### src/rtl/collision_pkg.sv
// Shared constants and types for the collision detector slice.
package collision_pkg;

    localparam int unsigned COLL_CAR            = 0;
    localparam int unsigned COLL_FINISH         = 1;
    localparam int unsigned COOLDOWN_FRAMES_DEF = 130;
    localparam int unsigned HIT_COUNT_W         = 8;

    typedef logic [0:1] collision_vec_t;

    typedef enum logic {
        ST_ARMED    = 1'b0,
        ST_COOLDOWN = 1'b1
    } cd_state_t;

endpackage

### src/rtl/overlap_counter.sv
// Per-frame saturating overlap counter; restarts on frame_start, which counts as the new frame's first cycle.
module overlap_counter #(
    parameter int unsigned MAX_COUNT = 4
) (
    input  logic clk,
    input  logic resetN,
    input  logic frame_start,
    input  logic inc,
    output logic reached
);

    localparam int unsigned CNT_W = $clog2(MAX_COUNT + 1);

    logic [CNT_W-1:0] cnt_q;
    logic [CNT_W-1:0] cnt_d;

    always_comb begin
        cnt_d = cnt_q;
        if (frame_start) begin
            cnt_d = inc ? CNT_W'(1) : '0;
        end else if (inc && (cnt_q != CNT_W'(MAX_COUNT))) begin
            cnt_d = cnt_q + CNT_W'(1);
        end
    end

    // reached tracks cnt_q, so at a frame_start it still describes the closing frame
    always_ff @(posedge clk or negedge resetN) begin
        if (!resetN) begin
            cnt_q   <= '0;
            reached <= 1'b0;
        end else begin
            cnt_q   <= cnt_d;
            reached <= (cnt_d == CNT_W'(MAX_COUNT));
        end
    end

endmodule

### src/rtl/collision_detector.sv
// Accumulates player/obstacle and player/finish overlaps per frame and publishes
// the result at the next frame_start, with a post-crash cooldown on car reports.
module collision_detector
    import collision_pkg::*;
#(
    parameter int unsigned NUM_OBST        = 8,
    parameter int unsigned MIN_OVERLAP_PIX = 4,
    parameter int unsigned COOLDOWN_FRAMES = COOLDOWN_FRAMES_DEF,
    parameter int unsigned OBST_ID_W       = $clog2(NUM_OBST)
) (
    input  logic                   clk,
    input  logic                   resetN,
    input  logic                   frame_start,
    input  logic                   pixel_valid,
    input  logic                   player_dr,
    input  logic [NUM_OBST-1:0]    obstacle_dr,
    input  logic                   finish_dr,
    output collision_vec_t         collisions,
    output logic [OBST_ID_W-1:0]   hit_obstacle_id,
    output logic [HIT_COUNT_W-1:0] hit_count,
    output logic                   armed
);

    localparam int unsigned CD_W = (COOLDOWN_FRAMES > 0) ? $clog2(COOLDOWN_FRAMES + 1) : 1;

    logic car_pix_c;
    logic fin_pix_c;
    logic car_reached;
    logic fin_reached;
    logic car_hit_c;

    logic [OBST_ID_W-1:0] low_id_c;
    logic [OBST_ID_W-1:0] cand_id;
    logic                 seen_car;

    cd_state_t            state_q, state_d;
    logic [CD_W-1:0]      cooldown_q, cooldown_d;
    collision_vec_t       coll_d;
    logic [OBST_ID_W-1:0] id_d;
    logic [HIT_COUNT_W-1:0] count_d;

    assign car_pix_c = pixel_valid & player_dr & (|obstacle_dr);
    assign fin_pix_c = pixel_valid & player_dr & finish_dr;

    overlap_counter #(.MAX_COUNT(MIN_OVERLAP_PIX)) u_car_cnt (
        .clk         (clk),
        .resetN      (resetN),
        .frame_start (frame_start),
        .inc         (car_pix_c),
        .reached     (car_reached)
    );

    overlap_counter #(.MAX_COUNT(MIN_OVERLAP_PIX)) u_fin_cnt (
        .clk         (clk),
        .resetN      (resetN),
        .frame_start (frame_start),
        .inc         (fin_pix_c),
        .reached     (fin_reached)
    );

    // Lowest set obstacle index wins when several overlap on the same pixel
    always_comb begin
        low_id_c = '0;
        for (int i = NUM_OBST - 1; i >= 0; i--) begin
            if (obstacle_dr[i]) begin
                low_id_c = OBST_ID_W'(i);
            end
        end
    end

    // Candidate ID is the obstacle of the frame's first car pixel
    always_ff @(posedge clk or negedge resetN) begin
        if (!resetN) begin
            cand_id  <= '0;
            seen_car <= 1'b0;
        end else if (frame_start) begin
            seen_car <= car_pix_c;
            if (car_pix_c) begin
                cand_id <= low_id_c;
            end
        end else if (car_pix_c && !seen_car) begin
            seen_car <= 1'b1;
            cand_id  <= low_id_c;
        end
    end

    always_comb begin
        state_d    = state_q;
        cooldown_d = cooldown_q;
        coll_d     = collisions;
        id_d       = hit_obstacle_id;
        count_d    = hit_count;
        car_hit_c  = 1'b0;
        if (frame_start) begin
            car_hit_c           = armed & car_reached;
            coll_d[COLL_CAR]    = car_hit_c;
            coll_d[COLL_FINISH] = fin_reached & ~car_hit_c;
            case (state_q)
                ST_ARMED: begin
                    if (car_hit_c) begin
                        id_d       = cand_id;
                        count_d    = (hit_count == '1) ? hit_count : hit_count + HIT_COUNT_W'(1);
                        cooldown_d = CD_W'(COOLDOWN_FRAMES);
                        state_d    = (COOLDOWN_FRAMES == 0) ? ST_ARMED : ST_COOLDOWN;
                    end
                end
                ST_COOLDOWN: begin
                    cooldown_d = cooldown_q - CD_W'(1);
                    if (cooldown_d == '0) begin
                        state_d = ST_ARMED;
                    end
                end
                default: begin
                    state_d    = ST_ARMED;
                    cooldown_d = '0;
                end
            endcase
        end
    end

    always_ff @(posedge clk or negedge resetN) begin
        if (!resetN) begin
            state_q         <= ST_ARMED;
            cooldown_q      <= '0;
            collisions      <= '0;
            hit_obstacle_id <= '0;
            hit_count       <= '0;
            armed           <= 1'b1;
        end else begin
            state_q         <= state_d;
            cooldown_q      <= cooldown_d;
            collisions      <= coll_d;
            hit_obstacle_id <= id_d;
            hit_count       <= count_d;
            armed           <= (state_d == ST_ARMED);
        end
    end

endmodule

### config.mk
export PLATFORM = sky130hd
export DESIGN_NAME = collision_detector
export DESIGN_NICKNAME = d
export VERILOG_FILES = /design/src/rtl/collision_pkg.sv /design/src/rtl/overlap_counter.sv /design/src/rtl/collision_detector.sv
export SDC_FILE = /design/constraint.sdc
export NUM_CORES = 1
export LEC_CHECK = 0
export CORE_ASPECT_RATIO = 1.2
export CORE_UTILIZATION = 57
export CTS_CLUSTER_DIAMETER = 100
export CTS_CLUSTER_SIZE = 24
export DETAILED_ROUTE_END_ITERATION = 8
export PLACE_DENSITY_LB_ADDON = 0.12
export SLEW_MARGIN = 20
export SYNTH_ARGS = -nofsm -noshare
export SYNTH_HDL_FRONTEND = slang
export SYNTH_SLANG_ARGS = --single-unit
### constraint.sdc
create_clock -name clk -period 5.2 [get_ports clk]
set_clock_uncertainty 0.15 [all_clocks]
set_input_delay 1.04 -clock clk [delete_from_list [all_inputs] [get_ports clk]]
set_output_delay 1.04 -clock clk [all_outputs]
set_load 0.1 [all_outputs]
; ---- Yosys cells after proc, flatten, opt, wreduce, memory -nomap -nowiden
; Index checks and enable logic that the tools add are counted.
; W data, S select, Z words.
[word_totals]
output_inout_bits = 14
ff_bits = 35
wordCells = 68
[classes]
bitwise = 9
mux = 25
eq_ne = 7
n_addsub = 4
n_reduce_logical = 11
[ops]
columns = cell, count
row1 = $mux W3, 15
row2 = $pmux W8 S2, 1
row3 = $add A8 B1 Y8 const B, 1
row4 = $eq A8 B8 Y1 const B, 1
row5 = $logic_not A8 Y1, 1
row6 = $mux W8, 1
row7 = $reduce_or A8 Y1, 1
row8 = $sub A8 B1 Y8 const B, 1
row9 = $mux W1, 7
row10 = $add A3 B1 Y3 const B, 2
row11 = $eq A3 B3 Y1 const B, 2
row12 = $ne A3 B3 Y1 const B, 2
row13 = $and A1 B1 Y1, 5
row14 = $not A1 Y1, 4
row15 = $reduce_and A2 Y1, 2
row16 = $reduce_and A4 Y1, 1
row17 = $logic_and A1 B1 Y1, 3
row18 = $reduce_and A3 Y1, 1
row19 = $ne A2 B1 Y1 const B, 1
row20 = $ne A2 B2 Y1 const B, 1
row21 = $pmux W1 S2, 1
row22 = $reduce_bool A2 Y1, 1
row23 = $logic_not A1 Y1, 1

; ---- Depth between registers and ports, before layout
; Gate-level depths: netlist (run 1).
[depth]
depth_word = 10
ltp_mapped = 7
mapped_depth_nobuf = 7

; ---- By module
; Synthesis (run 1) repeated with hierarchy kept, for this count alone.
[unflattened]
hier_cells = 172
area_unflattened_um2 = 1875.5
[by_module_without_submodules]
columns = mod, n_inst, area_per_inst_um2, seq_area_each_um2, cells_each
row1 = collision_detector, 1, 1402.6, 676.9, 134
row2 = overlap_counter, 2, 236.5, 100.1, 19

; ---- Worst setup path before layout (run 1)
; No wires, ideal clock.
[synth_path]
kind = input port to flip-flop
start = input obstacle_dr[1]
end = register u_car_cnt.reached
required_ns = 4.930
path_buffers = 0
arrival_time_ns = 2.264
path_slack_ns = 2.667
cell_stages = 5
cell_sequence = or4_4 -> o21bai_4 -> a21oi_2 -> o32a_1 -> and3_1
[synth_between]
elab_chain_len = 6
elab_cells_between_ends = 7
cone_classes = eq/ne (1) / mux (3) / bitwise (1) / reduce/logical (2)
[synth_rtl]
columns = element, line
row1 = start: declaration, collision_detector.sv:16  ; input logic [NUM_OBST-1:0] obstacle_dr,
row2 = $reduce_or A8 Y1 *, collision_detector.sv:42  ; assign car_pix_c = pixel_valid & player_dr & (|obstacle_dr);
row3 = $and A1 B1 Y1 *, collision_detector.sv:42
row4 = $logic_and A1 B1 Y1, overlap_counter.sv:21  ; end else if (inc && (cnt_q != CNT_W'(MAX_COUNT))) begin
row5 = $mux W3, overlap_counter.sv:21
row6 = $mux W3 *, overlap_counter.sv:19  ; if (frame_start) begin
row7 = $eq A3 B3 Y1 *, overlap_counter.sv:33  ; reached <= (cnt_d == CNT_W'(MAX_COUNT));
row8 = end signal: assignment, overlap_counter.sv:33
row9 = end: declaration, overlap_counter.sv:9  ; output logic reached
; Every way passes the cells marked *; elsewhere a longest branch is shown, timed or not.
; A chain may end at the register's enable or synchronous reset.

; ---- Worst setup path in the final report (run 1)
[layout_path]
start = register armed
end = output armed
[layout_lines]
columns = element, line
row1 = start: declaration, collision_detector.sv:21  ; output logic armed
row2 = start signal: assignment, collision_detector.sv:135  ; armed <= (state_d == ST_ARMED);
; No word-level cell between the ends.

==> results.json, run 1 <==
{
  "syn_avg_cell_area_sq_um": 9.92,
  "synthTopCellsByArea": "dfrtp_1 48%, ha_1 4.9%, a21oi_1 4.2%",
  "clock-sinks": 35,
  "io_pins": 28,
  "cts-root-buf": "clkbuf_4",
  "ys.flop_type": "dfrtp_1",
  "path_buf_inv": 1,
  "cp-end-kind": "primary output",
  "synth_nets": 201,
  "p_int_uw": 442,
  "yosysSeqAreaShare": 0.491,
  "synth_edf_count": 0,
  "critical_path_arrival_ps": 2000,
  "drt_iter0_drc": 32,
  "maxSlewViolCount": 0,
  "die_y_microns": 63.3,
  "worstSetupPathType": "reg2out",
  "cts_resized": 0,
  "maxCapViolations": 0,
  "drc": 0,
  "core_sq_um": 2890,
  "ir_worst_vdd_v": 0.000314,
  "place_congestion": 0.954,
  "grt.total_usage": 0.239,
  "post_cts_buffers": 0,
  "slew_headroom": 0.342,
  "power_frac_seq": 0.514,
  "cts_tree": "done",
  "yosysUniqueCellTypes": 43,
  "finalWorstSetupSlack_ps": 2010,
  "numPortBuffers": 27,
  "dp_slack_ps": 1840,
  "die_w_microns": 53.1,
  "setup-violations-final": 0,
  "power_frac_comb": 0.283,
  "ys_ff_latch": 35,
  "avgRoutedWirePerCell_microns": 14.0,
  "hold_path.class": "reg2reg",
  "synth_top_area_frac": 0.477,
  "antenna_found_initial": 0,
  "yosys_warnings": 0,
  "worstPathRequired_ps": 4010,
  "switching_power_uw": 260,
  "worst_path_largest_cell_delay_ps": 1120,
  "timing.critical_path.max_delay_family": "buffers and inverters",
  "insertion_delay_ps": 340,
  "clock_path_buffers": 2,
  "finalHoldViolations": 0,
  "grt_max_degree": 36,
  "syn_inst": 180,
  "postRouteAntennaNets": 0,
  "netSwitchingFraction": 0.370,
  "cts_hold_buf": 0,
  "nNetsFinal": 230,
  "grt_pass1_wl_mm": 5.95,
  "final_util": 0.739,
  "post-route-min-period_ps": 3190,
  "vias": 1464,
  "areaGrowthSynthToFinish_pct": 19.6,
  "numCtsBuffers": 5,
  "cp_max_fo": 2,
  "tns_ps": 0,
  "grt_pass1_vias": 1419,
  "critPathSlowestCell": "clkdlybuf4s50_1",
  "synthesis.area_sq_um": 1790,
  "cp_cell_sequence": "clkdlybuf4s50_1",
  "antenna_cells": 0,
  "rsz0062_at_grt": "no",
  "clk_pin_slew_ps": 100,
  "async_flop_share": 1.00,
  "clkPwrFrac": 0.203,
  "power_uw": 702,
  "cp-start-kind": "flop",
  "dieArea_sq_um": 3360,
  "initial_utilization": 0.618,
  "cellLeakagePower_uw": 0.000957,
  "wl_mm": 3.42,
  "gr-total-overflow": 0,
  "rows": 21,
  "fmax_mhz": 314,
  "worst_pin_slew_ps": 985,
  "status": "completed",
  "period_share": 0.613,
  "htree_num_levels": 2,
  "dr.pass1.iters": 4,
  "power_density_nw_per_um2": 329,
  "vias_per_cell": 6.00,
  "final_layout_size_suffix_gt1_frac": 0.0952,
  "hpwl_mm": 2.46,
  "yosys.area.top_type": "dfrtp_1"
}
layout by cell type, fill, tap and decap left out, types with 2 or more instances in the layout:
master,netlist,layout
a21oi_1,15,15
o21ai_0,12,12
nor2_1,8,8
nand4_1,4,4
and3_1,5,5
ha_1,7,7
clkdlybuf4s50_1,0,27
nand2_1,18,18
nand3b_1,2,2
xnor2_1,6,6
mux2_2,5,5
nand3_1,4,4
o31ai_1,2,2
o41ai_1,2,2
inv_1,12,12
nor3_1,11,11
o21ai_1,2,2
dfrtp_1,34,34
clkbuf_4,0,5
or4_4,2,2
xor2_1,2,2
area by class of cell:
| cell class | count | area (sq um) |
|---|---|---|
| multi-input cells | 127 | 840 |
| clock buffers | 6 | 41.3 |
| inverters | 12 | 45.0 |
| clock inverters | 2 | 12.5 |
| flip-flops and latches | 35 | 877 |
| repair buffers | 28 | 278 |
| fillers | 222 | 754 |
| well taps | 34 | 42.5 |
sequential cells by signal, indices dropped and copies added, names as in the netlist, named ones only:
register	cells
armed	1
cand_id	3
collisions	2
cooldown_q	8
hit_count	8
hit_obstacle_id	3
seen_car	1
u_car_cnt.cnt_q	3
u_car_cnt.reached	1
u_fin_cnt.cnt_q	3
u_fin_cnt.reached	1
path summary, 6_finish.rpt:
path,to,slack [ps],from,cells after the start
max reg2reg,hit_count[1],3120,armed,4
max in group asynchronous,armed,3600,resetN,2
max,armed,2010,armed,1
min in group asynchronous,cooldown_q[0],960,resetN,2
min reg2reg,hit_count[5],360,hit_count[5],1
min,hit_count[5],360,hit_count[5],1
synthesized netlist by cell type (2+ instances only):
cell type,number
o21ai_0,12
dfrtp_1,34
nand2_1,18
ha_1,7
or4_4,2
nand3_1,4
o31ai_1,2
clkbuf_1,4
o41ai_1,2
mux2_2,5
nor3_1,11
a21oi_1,15
xnor2_1,6
and3_1,5
nor2_1,8
nand3b_1,2
nand4_1,4
xor2_1,2
o21ai_1,2
inv_1,12
routing by layer:
metal	global-route usage	wire length, microns
met5	0	0
met4	0.102	54
met3	0.0531	169
met2	0.399	1720
met1	0.289	1470
metrics by stage:
stage / std cells / hold slack [ps] / instance area, sq um
final: 244 / 356 / 2140
after global routing: 244 / 374 / 2140
after CTS: 244 / 353 / 2140
after detailed placement: 236 / 326 / 2080
after global placement: 236 / 323 / 2080
after floorplan: 180 / 289 / 1790
power groups by stage:
stage	Clock [uW]	Sequential (uW)	Combinational (uW)
3_5_place_dp	0	364	199
6_report	143	361	199
3_3_place_gp	0	361	190
4_1_cts	147	359	200
5_1_grt	155	367	229
2_1_floorplan	0	356	148
cell families (layout without fill, tap and decap cells):
| family | after synthesis | after routing | share of synthesized area |
|---|---|---|---|
| XOR/XNOR | 8 | 8 | 0.0392 |
| multiplexers | 6 | 6 | 0.0371 |
| flip-flops | 35 | 35 | 0.491 |
| AND/OR/NAND/NOR | 60 | 60 | 0.173 |
| AO/OA/AOI/OAI | 46 | 46 | 0.172 |
| buffers and inverters | 18 | 48 | 0.0385 |
| adder cells (fa/ha/maj) | 7 | 7 | 0.0491 |
(Power assumes the default switching activity.)
==> inputs of run 2 (changes only) <==
--- a/config.mk
+++ b/config.mk
@@ -6,7 +6,7 @@
 export NUM_CORES = 1
 export LEC_CHECK = 0
 export CORE_ASPECT_RATIO = 1.2
-export CORE_UTILIZATION = 57
+export CORE_UTILIZATION = 53
 export CTS_CLUSTER_DIAMETER = 100
 export CTS_CLUSTER_SIZE = 24
 export DETAILED_ROUTE_END_ITERATION = 8
==> constraint.sdc (replaced) <==
create_clock -name clk -period 3.05 [get_ports clk]
set_clock_uncertainty 0.15 [all_clocks]
set_input_delay 0.61 -clock clk [delete_from_list [all_inputs] [get_ports clk]]
set_output_delay 0.61 -clock clk [all_outputs]
set_load 0.1 [all_outputs]
==> run 2 against run 1 <==
Against the previous run:
- combinational power is 76% higher
- via count is 1.4% lower
- largest cell class unchanged
- critical path depth is 5 higher
- core utilization is 6.0 points lower
- largest power group unchanged
==> results.json, run 2 (synthesis results as in run 1) <==
{
  "final_layout_size_suffix_gt1_frac": 0.174,
  "gr-total-overflow": 0,
  "fmax_mhz": 439,
  "critPathSlowestCell": "or4_4",
  "die_y_microns": 65.6,
  "critical_path_arrival_ps": 2380,
  "cts-root-buf": "clkbuf_4",
  "htree_num_levels": 2,
  "numPortBuffers": 27,
  "numCtsBuffers": 5,
  "worst_path_largest_cell_delay_ps": 600,
  "hold_path.class": "reg2reg",
  "slew_headroom": 0.704,
  "worstSetupPathType": "in2reg",
  "worst_pin_slew_ps": 440,
  "rows": 22,
  "r2r_cells": 4,
  "dr.pass1.iters": 4,
  "antenna_cells": 0,
  "vias_per_cell": 5.80,
  "dieArea_sq_um": 3610,
  "layout_common_cells": "34 x dfrtp_1, 18 x nand2_1, 18 x buf_4, 15 x a21oi_1, 13 x clkdlybuf4s50_1",
  "die_w_microns": 55.0,
  "post_cts_buffers": 0,
  "final_common_cell": "dfrtp_1",
  "grt_pass1_vias": 1392,
  "tns_ps": 0,
  "clock_path_buffers": 2,
  "cp_cell_sequence": "clkdlybuf4s50_1 -> or4_4 -> o21bai_4 -> a21oi_2 -> o32a_1 -> and3_1",
  "post-route-min-period_ps": 2280,
  "nNetsFinal": 233,
  "wl_mm": 3.59,
  "cts_tree": "done",
  "r2r_start": "armed",
  "grt_pass1_wl_mm": 5.84,
  "finalHoldViolations": 0,
  "setup-violations-final": 0,
  "cp-start-kind": "primary input",
  "worstPathRequired_ps": 3150,
  "final_cells": 249,
  "cp-end-kind": "flop",
  "cp_max_fo": 4,
  "vias": 1444,
  "hpwl_mm": 2.65,
  "drc": 0,
  "min_from": "collisions[0]",
  "holdPathStages": 1,
  "largest_registers": "cooldown_q x8, hit_count x8",
  "cts_resized": 0,
  "period_share": 0.747,
  "core_sq_um": 3140,
  "rsz0062_at_grt": "no",
  "drt_iter0_drc": 26,
  "hold_end": "collisions[0]",
  "r2r_end": "hit_count[1]",
  "insertion_delay_ps": 350,
  "clk_pin_slew_ps": 110,
  "initial_utilization": 0.569,
  "clock-sinks": 35,
  "cellLeakagePower_uw": 0.00101,
  "dp.cells": 241,
  "postRouteAntennaNets": 0,
  "io_pins": 28,
  "place_congestion": 0.855,
  "maxCapViolations": 0,
  "grt_max_degree": 36,
  "areaGrowthSynthToFinish_pct": 19.4,
  "status": "completed",
  "avgRoutedWirePerCell_microns": 14.4,
  "ir_worst_vdd_v": 0.000528,
  "power_uw": 1230,
  "antenna_found_initial": 0,
  "reg2reg_slack_ps": 970,
  "grt.total_usage": 0.231,
  "fillCellCount": 266,
  "power_density_nw_per_um2": 575,
  "cts_hold_buf": 0,
  "maxSlewViolCount": 0
}
[run 2: cell types whose count changed in the layout (fill, tap and decap cells not counted)]
| cell | before | now |
|---|---|---|
| clkinvlp_4 | 1 | 0 |
| buf_4 | 1 | 18 |
| clkbuf_8 | 0 | 1 |
| clkdlybuf4s50_1 | 27 | 13 |
[run 2: worst max-delay path by stage]
| stage | from | to | slack [ps] | cells after the start |
|---|---|---|---|---|
| after detailed placement | obstacle_dr[1] | u_car_cnt.reached | 390 | 6 |
| final | obstacle_dr[1] | u_car_cnt.reached | 770 | 6 |
| after CTS | obstacle_dr[1] | u_car_cnt.reached | 770 | 6 |
| after global routing | frame_start | hit_count[1] | 720 | 4 |
| after global placement | obstacle_dr[1] | u_car_cnt.reached | 460 | 6 |
| after floorplan | hit_count[0] | hit_count[1] | 730 | 4 |
[run 2: routing by layer]
layer,vias up,track usage,wire [microns],part of all wire
met5,-,0,0,0
met4,0,0.113,82,0.023
met3,8,0.0741,184,0.051
met2,44,0.393,1810,0.50
li1,708,-,-,-
met1,684,0.249,1510,0.42
[run 2: layout make-up]
| class | instances | area, sq um | area share |
|---|---|---|---|
| clock inverters | 1 | 5.00 | 0.00235 |
| multi-input cells | 127 | 840 | 0.394 |
| clock buffers | 7 | 55.1 | 0.0258 |
| repair buffers | 31 | 265 | 0.124 |
| well taps | 36 | 45.0 | 0.0211 |
| inverters | 12 | 45.0 | 0.0211 |
| flip-flops and latches | 35 | 877 | 0.411 |
[run 2: critical path: cells and delay by family]
kind            cells  cell delay [ps]
buf+inv             1              440
compound gates      3              570
simple gates        2              770
[run 2: stage by stage]
stage	util	setup WS [ps]	area, sq um	hold slack [ps]
2_1_floorplan	-	734	1790	164
3_3_place_gp	0.660	455	2070	323
3_5_place_dp	0.660	386	2070	332
4_1_cts	0.679	773	2130	362
5_1_grt	0.679	724	2130	378
6_report	0.679	772	2130	356
[run 2: power by group]
group | switching (uW) | internal (uW)
sequential | 83.6 | 528
combinational | 210 | 140
clock | 153 | 112
total | 447 | 779
